`src/rtl/door_pkg.sv`:
```
// Shared types for the door controller: state encodings and travel direction constants.
package door_pkg;

   typedef enum logic [2:0] {
      ST_CLOSED  = 3'd0,
      ST_OPENING = 3'd1,
      ST_OPEN    = 3'd2,
      ST_CLOSING = 3'd3,
      ST_STOPPED = 3'd4,
      ST_FAULT   = 3'd5
   } door_state_e;

   localparam logic UP = 1'b1;
   localparam logic DN = 1'b0;

endpackage

```
`src/rtl/door_timer.sv`:
```
// Saturating up-counter measuring cycles spent in the current door state.
module door_timer #(
   parameter int CNT_W = 16
) (
   input  logic             clk_sys,
   input  logic             rst_b,
   input  logic             clr,
   input  logic             en,
   output logic [CNT_W-1:0] cnt
);

   logic [CNT_W-1:0] cnt_q;
   logic [CNT_W-1:0] cnt_d;

   always_comb begin
      cnt_d = cnt_q;
      if (clr) begin
         cnt_d = '0;
      end else if (en && (cnt_q != '1)) begin
         cnt_d = cnt_q + 1'b1;
      end
   end

   always_ff @(posedge clk_sys) begin
      if (!rst_b) begin
         cnt_q <= '0;
      end else begin
         cnt_q <= cnt_d;
      end
   end

   assign cnt = cnt_q;

endmodule

```
`src/rtl/door_ctrl_gen2.sv`:
```
// Garage-door sequencer with travel timeout and sensor-conflict fault.
// Optional auto-close from OPEN is compiled in with DOOR_AUTO_CLOSE_EN.
//
// state   | meaning
// CLOSED  | at lower limit, motors off
// OPENING | driving up
// OPEN    | at upper limit, motors off
// CLOSING | driving down
// STOPPED | halted mid-travel, next activate reverses last direction
// FAULT   | travel timeout or limit conflict, waits for fault_clr
module door_ctrl_gen2
   import door_pkg::*;
#(
   parameter int TRAVEL_MAX = 1000,
   parameter int AUTO_CLOSE = 5000,
   parameter int CNT_W      = 16
) (
   input  logic       CLK,
   input  logic       RST,
   input  logic       activate,
   input  logic       UP_Max,
   input  logic       DN_Max,
   input  logic       obstacle,
   input  logic       fault_clr,
   output logic       UP_M,
   output logic       DN_M,
   output logic [2:0] state_o,
   output logic       fault
);

`ifdef DOOR_AUTO_CLOSE_EN
   localparam logic AUTO_CLOSE_ON = 1'b1;
`else
   localparam logic AUTO_CLOSE_ON = 1'b0;
`endif

   localparam logic [CNT_W-1:0] TRAVEL_LAST = CNT_W'(TRAVEL_MAX - 1);
   localparam logic [CNT_W-1:0] DWELL_LAST  = CNT_W'(AUTO_CLOSE - 1);

   door_state_e      state_q;
   door_state_e      state_d;
   logic             last_dir_q;
   logic             last_dir_d;
   logic             act_q;
   logic             act_rise;
   logic [CNT_W-1:0] timer;
   logic             travel_done;
   logic             dwell_done;

   // Timer restarts on the edge that enters a new state, so it counts cycles spent in it.
   door_timer #(
      .CNT_W (CNT_W)
   ) u_timer (
      .clk_sys (CLK),
      .rst_b   (RST),
      .clr     (state_d != state_q),
      .en      (1'b1),
      .cnt     (timer)
   );

   assign act_rise    = activate & ~act_q;
   assign travel_done = (timer == TRAVEL_LAST);
   assign dwell_done  = AUTO_CLOSE_ON & (timer == DWELL_LAST);

   always_comb begin
      state_d    = state_q;
      last_dir_d = last_dir_q;
      if (UP_Max && DN_Max && (state_q != ST_FAULT)) begin
         state_d = ST_FAULT;
      end else begin
         case (state_q)
            ST_CLOSED: begin
               if (act_rise) state_d = ST_OPENING;
            end
            ST_OPENING: begin
               if (UP_Max) begin
                  state_d = ST_OPEN;
               end else if (travel_done) begin
                  state_d = ST_FAULT;
               end else if (act_rise) begin
                  state_d    = ST_STOPPED;
                  last_dir_d = UP;
               end
            end
            ST_OPEN: begin
               if (act_rise || dwell_done) state_d = ST_CLOSING;
            end
            ST_CLOSING: begin
               if (DN_Max) begin
                  state_d = ST_CLOSED;
               end else if (obstacle) begin
                  state_d = ST_OPENING;
               end else if (travel_done) begin
                  state_d = ST_FAULT;
               end else if (act_rise) begin
                  state_d    = ST_STOPPED;
                  last_dir_d = DN;
               end
            end
            ST_STOPPED: begin
               if (act_rise) state_d = (last_dir_q == UP) ? ST_CLOSING : ST_OPENING;
            end
            ST_FAULT: begin
               if (fault_clr) begin
                  state_d    = ST_STOPPED;
                  last_dir_d = DN;
               end
            end
            default: begin
               state_d = ST_STOPPED;
            end
         endcase
      end
   end

   always_ff @(posedge CLK) begin
      if (!RST) begin
         state_q    <= ST_STOPPED;
         last_dir_q <= DN;
         act_q      <= 1'b0;
      end else begin
         state_q    <= state_d;
         last_dir_q <= last_dir_d;
         act_q      <= activate;
      end
   end

   always_comb begin
      UP_M    = (state_q == ST_OPENING);
      DN_M    = (state_q == ST_CLOSING);
      fault   = (state_q == ST_FAULT);
      state_o = state_q;
   end

endmodule

```
`config.mk`:
```
export PLATFORM = sky130hd
export DESIGN_NAME = door_ctrl_gen2
export DESIGN_NICKNAME = d
export VERILOG_FILES = /design/src/rtl/door_pkg.sv /design/src/rtl/door_timer.sv /design/src/rtl/door_ctrl_gen2.sv
export SDC_FILE = /design/constraint.sdc
export NUM_CORES = 1
export LEC_CHECK = 0
export ABC_CLOCK_PERIOD_IN_PS = 3250
export BUFFER_PORTS_ARGS = -buffer_cell sky130_fd_sc_hd__buf_2
export CAP_MARGIN = 15
export CELL_PAD_IN_SITES_DETAIL_PLACEMENT = 1
export CELL_PAD_IN_SITES_GLOBAL_PLACEMENT = 2
export CORE_ASPECT_RATIO = 1.4
export CORE_MARGIN = 3
export CORE_UTILIZATION = 35
export CTS_CLUSTER_SIZE = 40
export DETAILED_ROUTE_END_ITERATION = 10
export PLACE_DENSITY_LB_ADDON = 0.1
export SLEW_MARGIN = 15
export SYNTH_ARGS = -nofsm -noshare
export SYNTH_HDL_FRONTEND = slang
export SYNTH_HIERARCHICAL = 1
export SYNTH_SLANG_ARGS = --single-unit
```
`constraint.sdc`:
```
create_clock -name CLK -period 3.25 [get_ports CLK]
set_input_delay 0.4875 -clock CLK [delete_from_list [all_inputs] [get_ports CLK]]
set_output_delay 0.4875 -clock CLK [all_outputs]
set_load 0.1 [all_outputs]
```
==> results.cfg, run 1 <==
[detailed_routing]
ant_nets = 0
route.detailed.wl_per_inst_um = 18.8
drc = 0
drt_wl_total_um = 4160
vias = 1357
dr.pass1.iters = 4
drt_iter0_markers = 36
via_per_inst = 6.14

[logic_synthesis]
syn_area_um2 = 1380
ys_ff_latch = 21
syn-mean-instance-area_um2 = 8.38
postSynthCellCount = 165
async_reset_ff_frac = 0
seq_area_frac_synth = 0.304
yosysUniqueCellTypes = 52
synth_edf_count = 0
yosysWarnings = 6
ys.flop_type = dfxtp_1

[hold_path]
hp-class = in -> reg

[timing]
slew_headroom = 0.575
final-hold-violation-count = 0
skew_ns = 0.00151
timing.final.crit_share = 0.929
finalSetupViolCount = 0
setup_tns_ns = 0
fin_ws_ns = 0.232
rsz0062_at_grt = no
slew_viol_final = 0
fin_crit_ns = 3.02
max_freq_mhz = 331
worst_pin_slew_ns = 0.637

[finish]
fillCellCount = 467
multiInputGateArea_um2 = 947
diodes = 0
drive_above_1_share = 0.184
ff_latch_area_um2 = 420
area_growth_pct = 13.6
final_nets = 188

[clock_network]
clock_path_buffers = 2
clock-sinks = 21
insertion_delay_ns = 0.26
cts-root-buf = clkbuf_8
cts_buffers = 3
htreeDepth = 1
cts_tree = done
cts_hold_buffers = 0
cts.clk_slew.worst_paths_ns = 0.08

[worst_setup_path]
crit_path_cell_trace = or4_4 > or4_4 > o31ai_1 > a221oi_1 > or4b_1 > nand2b_1 > o41ai_1
cp_data_required_time_ns = 3.42
cpMostUsedCell = or4_4
max_stage_delay_ns = 0.56
critPathSlowestCell = or4_4
worstPathArrival_ns = 3.18
worstSetupEndpointType = register
crit_path_start_kind = register
path_class = reg -> reg
cp_max_fo = 5

[power]
vdd.ir_drop.worst_v = 0.000155
p_total_uw = 555
power_density_nw_per_um2 = 354
leakage_uw = 0.000570

[die]
start_util = 0.370
coreArea_um2 = 3740
ios = 13
die_h_um = 80.4
die-area_um2 = 4750
row_count = 26
die_x_um = 59.1

[global_routing]
grt_pass1_wl_um = 7080
grt_pass1_vias = 1450
overflow = 0
grt_start_max_net_pins = 18
grt_usage = 0.193
antenna_found_initial = 0

[place]
gp_congestion = 0.830
post-place-ws_ns = 0.217
io_buffers = 12
hpwl_um = 3190

[flow_run]
drv_cap = 0

[run_status]
status = finished, final reports clean
[sequential cells by signal, summed over array words and instances (netlist names)]
name / flops
act_q: 1
last_dir_q: 1
state_o: 3
u_timer/cnt: 16
[metrics by stage]
stage,utilization,cells,hold slack [ns],cell area (um^2)
final,0.420,221,0.438,1570
after global routing,0.420,221,0.437,1570
after CTS,0.416,221,0.434,1560
after detailed placement,0.404,217,0.506,1510
after global placement,0.404,217,0.458,1510
after floorplan,-,167,0.446,1410
[path summary, 6_finish.rpt]
path | startpoint | endpoint | slack [ns] | depth (start not counted)
max | u_timer/cnt[10] | u_timer/cnt[11] | 0.23 | 7
min | activate | act_q | 0.44 | 2
max reg2reg | u_timer/cnt[10] | u_timer/cnt[11] | 0.23 | 7
min reg2reg | last_dir_q | last_dir_q | 0.52 | 2
[logic make-up after synthesis]
| group | Yosys count | synth area share |
|---|---|---|
| AOI/OAI and AO/OA | 42 | 0.242 |
| xor gates and xnor gates | 5 | 0.0317 |
| adders and majority gates | 1 | 0.00905 |
| buffers and inverters | 13 | 0.0362 |
| DFF | 21 | 0.304 |
| muxes | 2 | 0.0145 |
| other | 1 | 0.00271 |
| and+or+nand+nor | 80 | 0.360 |
[placed cells by master (no fill, tap or decap), drive strengths merged, types with 3 or more instances in the layout]
| master | instances |
|---|---|
| and2 | 4 |
| nor2 | 15 |
| and4 | 3 |
| buf | 15 |
| o21ai | 6 |
| nor4 | 4 |
| o211ai | 4 |
| nor2b | 4 |
| conb | 3 |
| dfxtp | 21 |
| clkbuf | 4 |
| inv | 6 |
| o31ai | 4 |
| nand2 | 16 |
| or3 | 3 |
| o41ai | 4 |
| nor3 | 6 |
| xor2 | 3 |
| or4 | 4 |
| a21oi | 7 |
| nand4 | 5 |
| o311ai | 3 |
| nand3 | 6 |
[where the power goes]
| part | internal [uW] | total (uW) | switching [uW] |
|---|---|---|---|
| sequential | 262 | 272 | 10.7 |
| combinational | 30.8 | 107 | 76.4 |
| clock | 87.4 | 176 | 88.3 |
| total | 380 | 555 | 175 |
[metal layers]
| metal | track usage | routed length [um] | vias to the layer above |
|---|---|---|---|
| met2 | 0.368 | 2380 | 18 |
| li1 | - | - | 657 |
| met3 | 0.0209 | 73 | 8 |
| met5 | 0 | 0 | - |
| met4 | 0.0726 | 86 | 0 |
| met1 | 0.208 | 1620 | 674 |
[cells in the mapped netlist (2+ instances only)]
cell | number | area share
a21oi_1 | 7 | 0.025
and2_1 | 4 | 0.018
and4_2 | 2 | 0.014
clkbuf_1 | 6 | 0.016
dfxtp_1 | 21 | 0.30
inv_1 | 6 | 0.016
mux2i_1 | 2 | 0.014
nand2_1 | 16 | 0.043
nand2b_1 | 2 | 0.0090
nand3_1 | 5 | 0.018
nand4_1 | 3 | 0.014
nand4_4 | 2 | 0.031
nand4b_1 | 2 | 0.013
nor2_1 | 15 | 0.041
nor2b_1 | 4 | 0.018
nor3_1 | 5 | 0.018
nor3b_1 | 2 | 0.011
nor4_1 | 4 | 0.018
o2111ai_1 | 2 | 0.013
o211ai_1 | 4 | 0.022
o21ai_0 | 6 | 0.022
o311ai_0 | 2 | 0.013
o31a_1 | 2 | 0.013
o31ai_1 | 4 | 0.022
o41ai_1 | 3 | 0.019
or3_1 | 3 | 0.014
or4_1 | 2 | 0.011
or4_4 | 2 | 0.016
xnor2_1 | 2 | 0.013
xor2_1 | 3 | 0.019
[critical path, delay by kind of cell, from the launching register on]
kind / cells / cell delay [ns]
AO/OA/AOI/OAI: 3 / 0.66
AND/OR/NAND/NOR: 4 / 1.89
flip-flops: 1 / 0.38
[what timing repair did]
action / in CTS / in global routing
resized for setup: 0 / 2
endpoints found under the setup margin: 0 / 2
setup buffers: 0 / 0
[cell type report]
type / instances / area share
Clock buffer: 4 / 0.0287
Inverter: 6 / 0.0143
Multi-Input combinational cell: 133 / 0.603
Sequential cell: 21 / 0.268
Tap cell: 42 / 0.0335
Timing Repair Buffer: 15 / 0.0526
No activity file was read; power rests on OpenSTA's default activity.
==> run 2, diff against run 1 <==
Settings changed: ABC_AREA set to 1, CORE_UTILIZATION 35 to 31.
==> results.cfg, run 2 <==
[worst_setup_path]
cp_max_fo = 9
crit_path_start_kind = register
cp_data_required_time_ns = 2.76
timing.rr.start = state_o[2]
worstPathArrival_ns = 1.69
path_class = reg -> out
r2r_end = u_timer/cnt[1]
worstSetupEndpointType = output port
rr_worst_depth = 12
regToRegSetupSlack_ns = 1.12

[clock_network]
cts_buffers = 3
cts_tree = done
clock-sinks = 21
htreeDepth = 1
cts_hold_buffers = 0
cts.clk_slew.worst_paths_ns = 0.08
cts-resized-gates = 0
insertion_delay_ns = 0.27
post_cts_buffers = 0
cts-root-buf = clkbuf_8
clock_path_buffers = 2

[power]
power_density_nw_per_um2 = 333
leakage_uw = 0.000761
p_clk_frac = 0.305
internal_power_uw = 388
p_total_uw = 591
power_frac_comb = 0.224
p_switching_uw = 203
vdd.ir_drop.worst_v = 0.000197
switching_share = 0.343
p_seq_frac = 0.471

[logic_synthesis]
yosysWarnings = 6
syn-mean-instance-area_um2 = 5.87
yosysTopAreaCell = dfxtp_1
syn_area_um2 = 1590
async_reset_ff_frac = 0
seq_area_frac_synth = 0.264
yosysTopAreaCellShare = 0.264
postSynthCellCount = 271
synth.most_common_cell = nand2_1
ys_ff_latch = 21
ys.flop_type = dfxtp_1
synth_common_cells = nand2_1 (77), nor2_1 (59), inv_1 (30)
netlist_top_cells_area = dfxtp_1 (26%), nand2_1 (18%), nor2_1 (14%)
yosysUniqueCellTypes = 29
synth_edf_count = 0

[finish]
drive_above_1_share = 0.135
multiInputGateArea_um2 = 1030
final_common_cell = nand2_1
ff_latch_area_um2 = 420
diodes = 0
fillCellCount = 697
final_cell_mix = nand2_1 (77), nor2_1 (59), inv_1 (30)
final_nets = 297
area_growth_pct = 11.5
largest_reg_flops = 16

[global_routing]
grt_start_max_net_pins = 21
grt_pass1_vias = 1784
overflow = 0
antenna_found_initial = 0
grt_pass1_wl_um = 8110
grt_usage = 0.173

[detailed_routing]
vias = 1692
route.detailed.wl_per_inst_um = 13.5
drc = 0
dr.pass1.iters = 4
drt_iter0_markers = 36
ant_nets = 0
via_per_inst = 4.81
drt_wl_total_um = 4760

[timing]
timing.final.crit_share = 0.671
slew_viol_final = 0
max_freq_mhz = 459
finalSetupViolCount = 0
setup_tns_ns = 0
final-hold-violation-count = 0
fin_crit_ns = 2.18
slew_headroom = 0.624
rsz0062_at_grt = no
worst_pin_slew_ns = 0.563
skew_ns = 0.00346
fin_hold_ws_ns = 0.411

[die]
start_util = 0.324
coreArea_um2 = 4920
die_x_um = 66.6
ios = 13
die-area_um2 = 6040
row_count = 30
die_h_um = 90.8

[hold_path]
whs_path_depth = 3
hp-class = in -> reg
hp-start = activate
holdPathEnd = act_q

[run_status]
status = finished, final reports clean

[flow_run]
drv_cap = 0

[place]
io_buffers = 12
hpwl_um = 3860
gp_congestion = 0.822
-- run 2: per-layer routing --
metal / wire (um) / GRT usage / part of all wire / vias up
met5: 0 / 0 / 0 / -
met4: 210 / 0.100 / 0.044 / 0
met3: 80 / 0.0174 / 0.017 / 13
met2: 2600 / 0.325 / 0.55 / 20
met1: 1870 / 0.174 / 0.39 / 779
li1: - / - / - / 880
-- run 2: worst max-delay path: stages, from the launching register on --
cell and delay (ns):
dfxtp_1 0.68, nand3_2 0.18, inv_2 0.13, buf_2 0.43
-- run 2: worst max path at each step --
| stage | start | end | slack (ns) | cells after the start |
|---|---|---|---|---|
| global route | state_o[2] | u_timer/cnt[1] | 0.85 | 12 |
| CTS | state_o[2] | fault | 1.04 | 3 |
| floorplan | state_o[0] | u_timer/cnt[7] | 0.31 | 14 |
| detailed placement | state_o[2] | u_timer/cnt[1] | 1.12 | 12 |
| global placement | state_o[2] | u_timer/cnt[0] | 1.19 | 12 |
| finish | state_o[2] | fault | 1.07 | 3 |
-- run 2: layout make-up --
| type | instances | share of cell area |
|---|---|---|
| Multi-Input combinational cell | 216 | 0.579 |
| Clock buffer | 4 | 0.0254 |
| Inverter | 33 | 0.0712 |
| Sequential cell | 21 | 0.237 |
| Tap cell | 64 | 0.0451 |
| Timing Repair Buffer | 14 | 0.0423 |
-- run 2: logic make-up (layout without fill, tap and decap cells) --
family / count (synthesis) / after routing / synth area share
buffers and inverters: 38 / 51 / 0.103
AND/OR/NAND/NOR: 186 / 186 / 0.538
AO/OA/AOI/OAI: 24 / 24 / 0.0849
adder cells (fa/ha/maj): 1 / 1 / 0.00786
other: 1 / 5 / 0.00236
flip-flops: 21 / 21 / 0.264
-- run 2: per-stage QoR --
stage	instance area [um^2]	setup WS, ns	util	cells
3_3_place_gp	1730	1.19	0.352	348
5_1_grt	1770	0.854	0.361	352
4_1_cts	1770	1.04	0.361	352
6_report	1770	1.07	0.361	352
2_1_floorplan	1610	0.309	-	275
3_5_place_dp	1730	1.12	0.352	348
-- run 2: power groups by stage --
| stage | combinational (uW) | clock [uW] | sequential, uW |
|---|---|---|---|
| final | 132 | 180 | 278 |
| after global routing | 148 | 205 | 281 |
| after CTS | 134 | 193 | 279 |
| after detailed placement | 134 | 0 | 285 |
| after global placement | 132 | 0 | 285 |
| after floorplan | 95.4 | 0 | 294 |
